[config.mk]
export PLATFORM = sky130hd
export DESIGN_NAME = alu_taylor_arg_prep
export DESIGN_NICKNAME = d
export VERILOG_FILES = /design/src/rtl/alu_taylor_arg_prep_pkg.sv /design/src/rtl/alu_quadrant_fold.sv /design/src/rtl/alu_taylor_arg_prep.sv
export SDC_FILE = /design/constraint.sdc
export NUM_CORES = 1
export LEC_CHECK = 0
export ABC_AREA = 0
export BUFFER_PORTS_ARGS = -buffer_cell sky130_fd_sc_hd__buf_2
export CORE_MARGIN = 1.5
export CORE_UTILIZATION = 40
export CTS_BUF_LIST = sky130_fd_sc_hd__clkbuf_2 sky130_fd_sc_hd__clkbuf_4 sky130_fd_sc_hd__clkbuf_8
export CTS_CLUSTER_DIAMETER = 50
export CTS_CLUSTER_SIZE = 8
export DETAILED_ROUTE_END_ITERATION = 10
export PLACE_DENSITY = 0.58
export SYNTH_ARGS = -nofsm -noshare
export SYNTH_HDL_FRONTEND = slang
export SYNTH_SLANG_ARGS = --single-unit
export TNS_END_PERCENT = 5
[constraint.sdc]
create_clock -name clk -period 4.2 [get_ports clk]
set_input_delay 0.21 -clock clk [delete_from_list [all_inputs] [get_ports clk]]
set_output_delay 0.21 -clock clk [all_outputs]
set_load 0.005 [all_outputs]
[src/rtl/alu_taylor_arg_prep_pkg.sv]
// Shared constants, FSM state type and arithmetic helpers for the Taylor cosine argument feeder.
package alu_taylor_arg_prep_pkg;

  localparam logic [2:0]         TAYLOR_FUNC_COS = 3'h0;
  localparam logic [17:0]        PI_2_Q16        = 18'h19220;
  localparam logic signed [17:0] Q16_ONE         = 18'sh10000;

  typedef enum logic [1:0] {
    StIdle,
    StScale,
    StIssue,
    StWait
  } state_t;

  // Quarter-turn fraction to radians: (frac * pi/2) >> 16, always below pi/2.
  function automatic logic [17:0] quarter_angle(logic [15:0] frac);
    logic [32:0] prod;
    prod = {17'd0, frac} * {16'd0, PI_2_Q16[16:0]};
    return {1'b0, prod[32:16]};
  endfunction

  // The clamp keeps the magnitude at or below 1.0, so the negation cannot overflow.
  function automatic logic signed [17:0] fix_result(logic signed [17:0] res, logic neg);
    logic signed [17:0] clamped;
    if (res > Q16_ONE) begin
      clamped = Q16_ONE;
    end else if (res < -Q16_ONE) begin
      clamped = -Q16_ONE;
    end else begin
      clamped = res;
    end
    return neg ? -clamped : clamped;
  endfunction

endpackage

[src/rtl/alu_quadrant_fold.sv]
// Folds a quadrant and registered angle into the [0, pi/2] Taylor argument plus the result sign.
module alu_quadrant_fold
  import alu_taylor_arg_prep_pkg::*;
(
  input  logic [1:0]         quadrant,
  input  logic [17:0]        theta,
  output logic signed [17:0] x,
  output logic               sign
);

  // Odd quadrants run the angle backwards from pi/2 (cos symmetry).
  assign x    = quadrant[0] ? signed'(PI_2_Q16 - theta) : signed'(theta);
  assign sign = quadrant[0] ^ quadrant[1];

endmodule

[src/rtl/alu_taylor_arg_prep.sv]
// Stereo phase-to-cosine request sequencer: folds phases, drives the Taylor ALU, fixes up results.
module alu_taylor_arg_prep
  import alu_taylor_arg_prep_pkg::*;
#(
  parameter int unsigned TIMEOUT_CYCLES = 255
) (
  input  logic               clk,
  input  logic               reset,
  input  logic               phase_valid,
  input  logic [17:0]        phase_l,
  input  logic [17:0]        phase_r,
  output logic               busy,
  output logic               calc_start,
  output logic [2:0]         calc_func_sel,
  output logic signed [17:0] calc_xl,
  output logic signed [17:0] calc_xr,
  input  logic               calc_done,
  input  logic signed [17:0] calc_resl,
  input  logic signed [17:0] calc_resr,
  output logic               sample_valid,
  output logic signed [17:0] sample_l,
  output logic signed [17:0] sample_r,
  output logic               timeout,
  output logic [7:0]         drop_cnt
);

  localparam int unsigned CntW = (TIMEOUT_CYCLES > 1) ? $clog2(TIMEOUT_CYCLES) : 1;
  localparam logic [CntW-1:0] CntLast = CntW'(TIMEOUT_CYCLES - 1);

  state_t state_q, state_d;
  logic [17:0] phase_l_q, phase_l_d, phase_r_q, phase_r_d;
  logic [17:0] theta_l_q, theta_l_d, theta_r_q, theta_r_d;
  logic sign_l_q, sign_l_d, sign_r_q, sign_r_d;
  logic calc_start_q, calc_start_d;
  logic signed [17:0] calc_xl_q, calc_xl_d, calc_xr_q, calc_xr_d;
  logic sample_valid_q, sample_valid_d, timeout_q, timeout_d;
  logic signed [17:0] sample_l_q, sample_l_d, sample_r_q, sample_r_d;
  logic [7:0] drop_cnt_q, drop_cnt_d;
  logic [CntW-1:0] wait_cnt_q, wait_cnt_d;

  logic signed [17:0] x_l, x_r;
  logic fold_sign_l, fold_sign_r;

  alu_quadrant_fold u_fold_l (
    .quadrant (phase_l_q[17:16]),
    .theta    (theta_l_q),
    .x        (x_l),
    .sign     (fold_sign_l)
  );

  alu_quadrant_fold u_fold_r (
    .quadrant (phase_r_q[17:16]),
    .theta    (theta_r_q),
    .x        (x_r),
    .sign     (fold_sign_r)
  );

  always_comb begin
    state_d        = state_q;
    phase_l_d      = phase_l_q;
    phase_r_d      = phase_r_q;
    theta_l_d      = theta_l_q;
    theta_r_d      = theta_r_q;
    sign_l_d       = sign_l_q;
    sign_r_d       = sign_r_q;
    calc_start_d   = 1'b0;
    calc_xl_d      = calc_xl_q;
    calc_xr_d      = calc_xr_q;
    sample_valid_d = 1'b0;
    timeout_d      = 1'b0;
    sample_l_d     = sample_l_q;
    sample_r_d     = sample_r_q;
    drop_cnt_d     = drop_cnt_q;
    wait_cnt_d     = wait_cnt_q;

    unique case (state_q)
      StIdle: begin
        if (phase_valid) begin
          phase_l_d = phase_l;
          phase_r_d = phase_r;
          state_d   = StScale;
        end
      end
      StScale: begin
        theta_l_d = quarter_angle(phase_l_q[15:0]);
        theta_r_d = quarter_angle(phase_r_q[15:0]);
        sign_l_d  = fold_sign_l;
        sign_r_d  = fold_sign_r;
        state_d   = StIssue;
      end
      StIssue: begin
        calc_xl_d    = x_l;
        calc_xr_d    = x_r;
        calc_start_d = 1'b1;
        wait_cnt_d   = '0;
        state_d      = StWait;
      end
      StWait: begin
        // A result on the expiry edge still wins over the timeout.
        if (calc_done) begin
          sample_l_d     = fix_result(calc_resl, sign_l_q);
          sample_r_d     = fix_result(calc_resr, sign_r_q);
          sample_valid_d = 1'b1;
          state_d        = StIdle;
        end else if (wait_cnt_q == CntLast) begin
          sample_l_d     = '0;
          sample_r_d     = '0;
          sample_valid_d = 1'b1;
          timeout_d      = 1'b1;
          state_d        = StIdle;
        end else begin
          wait_cnt_d = wait_cnt_q + CntW'(1);
        end
      end
      default: state_d = StIdle;
    endcase

    if (phase_valid && (state_q != StIdle) && (drop_cnt_q != 8'hFF)) begin
      drop_cnt_d = drop_cnt_q + 8'd1;
    end
  end

  always_ff @(posedge clk) begin
    if (reset) begin
      state_q        <= StIdle;
      phase_l_q      <= '0;
      phase_r_q      <= '0;
      theta_l_q      <= '0;
      theta_r_q      <= '0;
      sign_l_q       <= 1'b0;
      sign_r_q       <= 1'b0;
      calc_start_q   <= 1'b0;
      calc_xl_q      <= '0;
      calc_xr_q      <= '0;
      sample_valid_q <= 1'b0;
      timeout_q      <= 1'b0;
      sample_l_q     <= '0;
      sample_r_q     <= '0;
      drop_cnt_q     <= '0;
      wait_cnt_q     <= '0;
    end else begin
      state_q        <= state_d;
      phase_l_q      <= phase_l_d;
      phase_r_q      <= phase_r_d;
      theta_l_q      <= theta_l_d;
      theta_r_q      <= theta_r_d;
      sign_l_q       <= sign_l_d;
      sign_r_q       <= sign_r_d;
      calc_start_q   <= calc_start_d;
      calc_xl_q      <= calc_xl_d;
      calc_xr_q      <= calc_xr_d;
      sample_valid_q <= sample_valid_d;
      timeout_q      <= timeout_d;
      sample_l_q     <= sample_l_d;
      sample_r_q     <= sample_r_d;
      drop_cnt_q     <= drop_cnt_d;
      wait_cnt_q     <= wait_cnt_d;
    end
  end

  assign busy          = (state_q != StIdle);
  assign calc_start    = calc_start_q;
  assign calc_func_sel = TAYLOR_FUNC_COS;
  assign calc_xl       = calc_xl_q;
  assign calc_xr       = calc_xr_q;
  assign sample_valid  = sample_valid_q;
  assign sample_l      = sample_l_q;
  assign sample_r      = sample_r_q;
  assign timeout       = timeout_q;
  assign drop_cnt      = drop_cnt_q;

endmodule
### Word level (Yosys, flattened, before mapping)

Cells that the tools add are included.

* output and inout port bits: 87
* register bits: 165
* input bits: 76
* logic and storage cells: 77

* bitwise logic cells: 3
* multipliers: 2
* magnitude comparators: 4
* add/subtract/negate cells: 6
* reduce and logical (&&, ||, !) cells: 12
* equal/unequal tests: 9
* multiplexer cells: 25

Operators with widths (count)
* $mux W18: 15
* $mul A16 B12 Y28 const B: 2
* $gt A18 B18 Y1 const B: 2
* $lt A18 B17 Y1 const B: 2
* $neg A18 Y18: 2
* $sub A17 B17 Y18 const A: 2
* $add A8 B1 Y8 const B: 2
* $mux W8: 2
* $pmux W8 S2: 1
* $eq A8 B8 Y1 const B: 1
* $ne A8 B8 Y1 const B: 1
* $pmux W2 S4: 1
* $mux W2: 3
* $ne A2 B2 Y1 const B: 3
* $reduce_and A2 Y1: 3
* $reduce_bool A2 Y1: 3
* $eq A2 B2 Y1 const B: 2
* $mux W1: 3
* $ne A3 B3 Y1 const B: 1
* $reduce_and A3 Y1: 1
* $reduce_or A3 Y1: 1
* $eq A2 B1 Y1 const B: 1
* $logic_and A1 B1 Y1: 2
* $logic_not A2 Y1: 1
* 3 further kinds: 4

### Depth between registers and ports, before layout

* word-level depth: 8
* mapped depth: 17
* depth with buffers taken out: 16

### Cells and area by module

From an unflattened synthesis, not the netlist that was laid out.

* cell total of the unflattened synthesis: 1468
* area, all modules: 12642.1 µm²

By module, submodules not included
* alu_taylor_arg_prep: cells each 1310, seq. area each 3303.2 µm², area each 11616.1 µm², instances 1
* alu_quadrant_fold: cells each 79, seq. area each 0.0 µm², area each 513.0 µm², instances 2

### Worst setup path after synthesis

OpenSTA, ideal clock, no wires.

* path kind: reg-to-reg
* from: reg phase_r_q[4]
* to: reg theta_r_q[14]
* data required time: 4078 ps
* setup slack: 123 ps
* stages on the path, launching flop included: 17
* library setup time: 122 ps
* path buffers: 0
* data arrival time: 3955 ps
* period minus slack after synthesis: 4077 ps
* cells stage by stage: dfxtp_1 > ha_1 > fa_1 > fa_1 > inv_1 > fa_1 > inv_1 > ha_1 > ha_1 > a21o_1 > a21oi_1 > o21a_1 > o22a_1 > nand3b_1 > a21oi_1 > nor3_1 > a221o_1

* word-level cells in the longest chain between the ends: 1

RTL lines
* start: declaration: line alu_taylor_arg_prep.sv:31 `logic [17:0] phase_l_q, phase_l_d, phase_r_q, phase_r_d;`
* start signal: assignment: line alu_taylor_arg_prep.sv:144 `phase_r_q <= phase_r_d;`
* $mul A16 B12 Y28: line alu_taylor_arg_prep_pkg.sv:18 `prod = {17'd0, frac} * {16'd0, PI_2_Q16[16:0]};`
* end signal: assignment: line alu_taylor_arg_prep.sv:146 `theta_r_q <= theta_r_d;`
* end: declaration: line alu_taylor_arg_prep.sv:32 `logic [17:0] theta_l_q, theta_l_d, theta_r_q, theta_r_d;`

No other way between the ends.
A chain may end at the register's enable or synchronous reset.

### Worst setup path in the final report

* from: reg phase_l_q[3]
* to: reg theta_l_q[11]

* word-level cells in the longest chain between the ends: 1

RTL lines
* start: declaration: line alu_taylor_arg_prep.sv:31
* start signal: assignment: line alu_taylor_arg_prep.sv:143 `phase_l_q <= phase_l_d;`
* $mul A16 B12 Y28: line alu_taylor_arg_prep_pkg.sv:18
* end signal: assignment: line alu_taylor_arg_prep.sv:145 `theta_l_q <= theta_l_d;`
* end: declaration: line alu_taylor_arg_prep.sv:32

No other way between the ends.

==> results.yml <==
global_routing:
  grt_pass1_wl_um: 48000
  grt_max_degree: 71
  grt_pass1_vias: 9741
  grt_usage_pct: 18.8
  grt.overflow.total: 0
  antenna_found_initial: 0
sta:
  fmax_ghz: 0.246
  tightest_slew_ns: 0.855
  finalMaxSlewViolations: 0
  clock_skew_ns: 0.0266
  setup_ws_ns: 0.136
  slew_headroom_pct: 42.9
  period_share_pct: 96.8
  hold_violations: 0
  setup-violations-final: 0
  fin_crit_ns: 4.06
  rsz0062_at_grt: "yes"
  setup_tns_ns: 0
place:
  dpl_worst_slack_ns: -0.0358
  portBuffers: 159
  hpwl_um: 23100
  gp_congestion: 0.885
floorplanning:
  die_w_um: 178
  die_area_mm2: 0.0317
  num_rows: 63
  start_util_pct: 41.0
  core-area_mm2: 0.0299
  io_pins: 163
  die_h_um: 178
worst_hold_path:
  worstHoldPathCells: 3
  min_from: "phase_r[0]"
  worstHoldPathType: "in2reg"
  hold_end: "phase_r_q[0]$_SDFFE_PP0P_"
detailed_routing:
  vias: 10200
  drtPass1Iterations: 5
  wl_um: 29700
  drc: 0
  drtIter0Drc: 480
  viasPerCell: 5.01
  ant_nets: 0
  wl_per_cell_um: 14.5
setup_path:
  critPathMaxFanout: 4
  slowest_stage: "fa_1"
  cp_slowest_stage_delay_ns: 0.56
  required_ns: 4.60
  arrival_ns: 4.47
  cp_cell_sequence: "ha_1, fa_1, fa_1, fa_1, ha_1, ha_4, nand2_1, o21ai_1, inv_1, o2111a_1, o31ai_4, buf_4, o22ai_1, xor2_1, o21ai_0"
  rr_startpoint: "phase_l_q[3]$_SDFFE_PP0P_"
  r2r_end: "theta_l_q[11]$_SDFFE_PP0N_"
  cpMostUsedCell: "fa_1"
  start_kind: "flop"
  ff2ff_path_depth: 15
  r2r_setup_slack_ns: 0.14
  worst_setup_path_end_kind: "flop"
  critPathKind: "reg2reg"
clocking:
  numCtsBuffers: 17
  clock_sinks: 165
  clk_pin_slew_worst_paths_ns: 0.10
  insertion_delay_ns: 0.49
  cts_tree: "done"
  clk_path_buf_depth: 2
  cts_root_buf: "clkbuf_8"
  h-tree-depth: 4
cells_and_area:
  final_nets: 1954
  fillerInstances: 2900
  final_util_pct: 50.1
  seq_area_mm2: 0.00332
  syn_to_final_growth_pct: 22.3
  multi_input_area_mm2: 0.00870
  antenna_cells: 0
  drive_above_1_share_pct: 20.0
synthesis:
  synth.distinct_cells: 68
  synth_top_area_share_pct: 27.0
  async_flop_share_pct: 0
  synth_xor_area_share_pct: 6.79
  synth-main-ff-cell: "dfxtp_1"
  synthTopCellsByCount: "183 x nand2_1, 182 x ha_1, 165 x dfxtp_1"
  synth_top_family_by_area: "adder cells"
  synth.area.top_cells: "dfxtp_1 27%, ha_1 19%, fa_1 9.2%"
  synth_most_common_cell: "nand2_1"
  yosysWarningCount: 0
  synth-edff-count: 0
  synthSimpleGateAreaFrac_pct: 15.2
  ys_seq_elements: 165
  synth_top_area_cell: "dfxtp_1"
  postSynthAreaPerCell_um2: 8.61
  netlist_instances: 1422
  yosysSeqAreaShare_pct: 27.0
  synth.cell_area_mm2: 0.0122
  synth_compound_area_share_pct: 15.4
  synth_mux_area_share_pct: 2.24
  synthAdderAreaFrac_pct: 27.7
run:
  cap_violations: 0
power:
  p_int_w: 0.00473
  peakVddDrop_mv: 0.310
  net-switching-power_w: 0.00377
  combPwrFrac_pct: 59.2
  netSwitchingFraction_pct: 44.4
  clockPowerShare_pct: 13.8
  leakage_nw: 7.08
  pwr-share-seq_pct: 27.0
  power.density_mw_per_mm2: 568
run_status:
  status: "finished clean"
-- registers in the layout (all words and copies together) (netlist names) --
register / count
sample_r: 18
calc_xl: 18
theta_l_q: 17
calc_xr: 18
sign_r_q: 1
calc_start: 1
sample_valid: 1
phase_r_q: 18
timeout: 1
drop_cnt: 8
phase_l_q: 18
wait_cnt_q: 8
sign_l_q: 1
state_q: 2
sample_l: 18
theta_r_q: 17
-- layout make-up --
type / instances / area share, %
Clock buffer: 18 / 1.65
Clock inverter: 14 / 1.04
Timing Repair Buffer: 255 / 10.7
Tap cell: 390 / 3.26
Inverter: 122 / 3.06
Sequential cell: 165 / 22.2
Multi-Input combinational cell: 1079 / 58.1
-- timing repair --
action	4_1_cts	5_1_grt
setup buffers	0	2
gates resized for setup	6	61
hold buffers	36	0
gates cloned	0	0
setup endpoints to repair	8	23
hold endpoints to repair	36	0
pin swaps	0	18
-- kinds of logic (layout without fill, tap and decap cells) --
kind of cell | count (synthesis) | in the layout
buf+inv | 180 | 409
flops | 165 | 165
compound gates | 292 | 292
simple gates | 424 | 424
other cells | 1 | 3
xor+xnor | 95 | 95
fa+ha+maj | 238 | 238
mux | 27 | 27
-- layout by cell type, fill, tap and decap left out, types with 13 or more instances in the layout --
cell           netlist  routed
dlygate4sd3_1        0      36
o31ai_1             15      13
a211oi_1            37      37
nor2_1             134     131
ha_4                 0      25
xor2_1              65      65
buf_2                2     158
nand4_1             15      15
o21ai_0             66      63
buf_4                5      61
a21oi_1             84      75
ha_1               182     152
mux2i_1             24      24
clkbuf_8             0      18
nor3_1              17      14
inv_1              122     122
nand2_1            183     183
xnor2_1             30      30
nand3_1             17      16
fa_1                56      56
dfxtp_1            165     154
-- power by group through the flow --
stage	logic, W	clock network, W	registers [W]
after floorplan	0.00311	0	0.00224
final	0.00504	0.00117	0.00229
after CTS	0.00449	0.00121	0.00229
after detailed placement	0.00433	0	0.00233
after global routing	0.00570	0.00127	0.00235
after global placement	0.00431	0	0.00232
-- per-layer routing --
layer | track usage [%] | wire length [µm] | up-vias
li1 | - | - | 5310
met1 | 25.9 | 14600 | 4728
met2 | 31.3 | 13400 | 186
met3 | 2.90 | 1360 | 19
met4 | 3.43 | 289 | 0
met5 | 0 | 0 | -
-- through the flow --
step	hold WS, ns	instance area, µm²	power [W]	instances
2_1_floorplan	0.289	12300	0.00535	1424
3_3_place_gp	0.432	13700	0.00663	1973
3_5_place_dp	0.437	13700	0.00665	1973
4_1_cts	0.0120	14500	0.00799	2041
5_1_grt	0.0324	15000	0.00933	2043
6_report	0.0409	15000	0.00851	2043
-- critical path, delay by kind of cell, from the launching register on --
| family | cells | cell delay, ns |
|---|---|---|
| DFF | 1 | 0.35 |
| adders and majority gates | 6 | 2.46 |
| AOI/OAI and AO/OA | 5 | 0.74 |
| xor gates and xnor gates | 1 | 0.14 |
| and+or+nand+nor | 1 | 0.06 |
| buffers and inverters | 2 | 0.24 |
-- how the worst max path moves through the flow --
stage	from	to	slack, ns	depth (start not counted)
6_report	phase_l_q[3]$_SDFFE_PP0P_	theta_l_q[11]$_SDFFE_PP0N_	0.14	15
5_1_grt	phase_l_q[5]$_SDFFE_PP0P_	theta_l_q[16]$_SDFFE_PP0N_	-0.06	16
4_1_cts	phase_l_q[2]$_SDFFE_PP0P_	theta_l_q[16]$_SDFFE_PP0N_	-0.03	13
3_5_place_dp	phase_r_q[4]$_SDFFE_PP0P_	theta_r_q[14]$_SDFFE_PP0N_	-0.04	16
3_3_place_gp	phase_r_q[4]$_SDFFE_PP0P_	theta_r_q[14]$_SDFFE_PP0N_	0.01	16
2_1_floorplan	phase_r_q[4]$_SDFFE_PP0P_	theta_r_q[14]$_SDFFE_PP0N_	0.12	16
No activity file was read; power rests on OpenSTA's default activity.
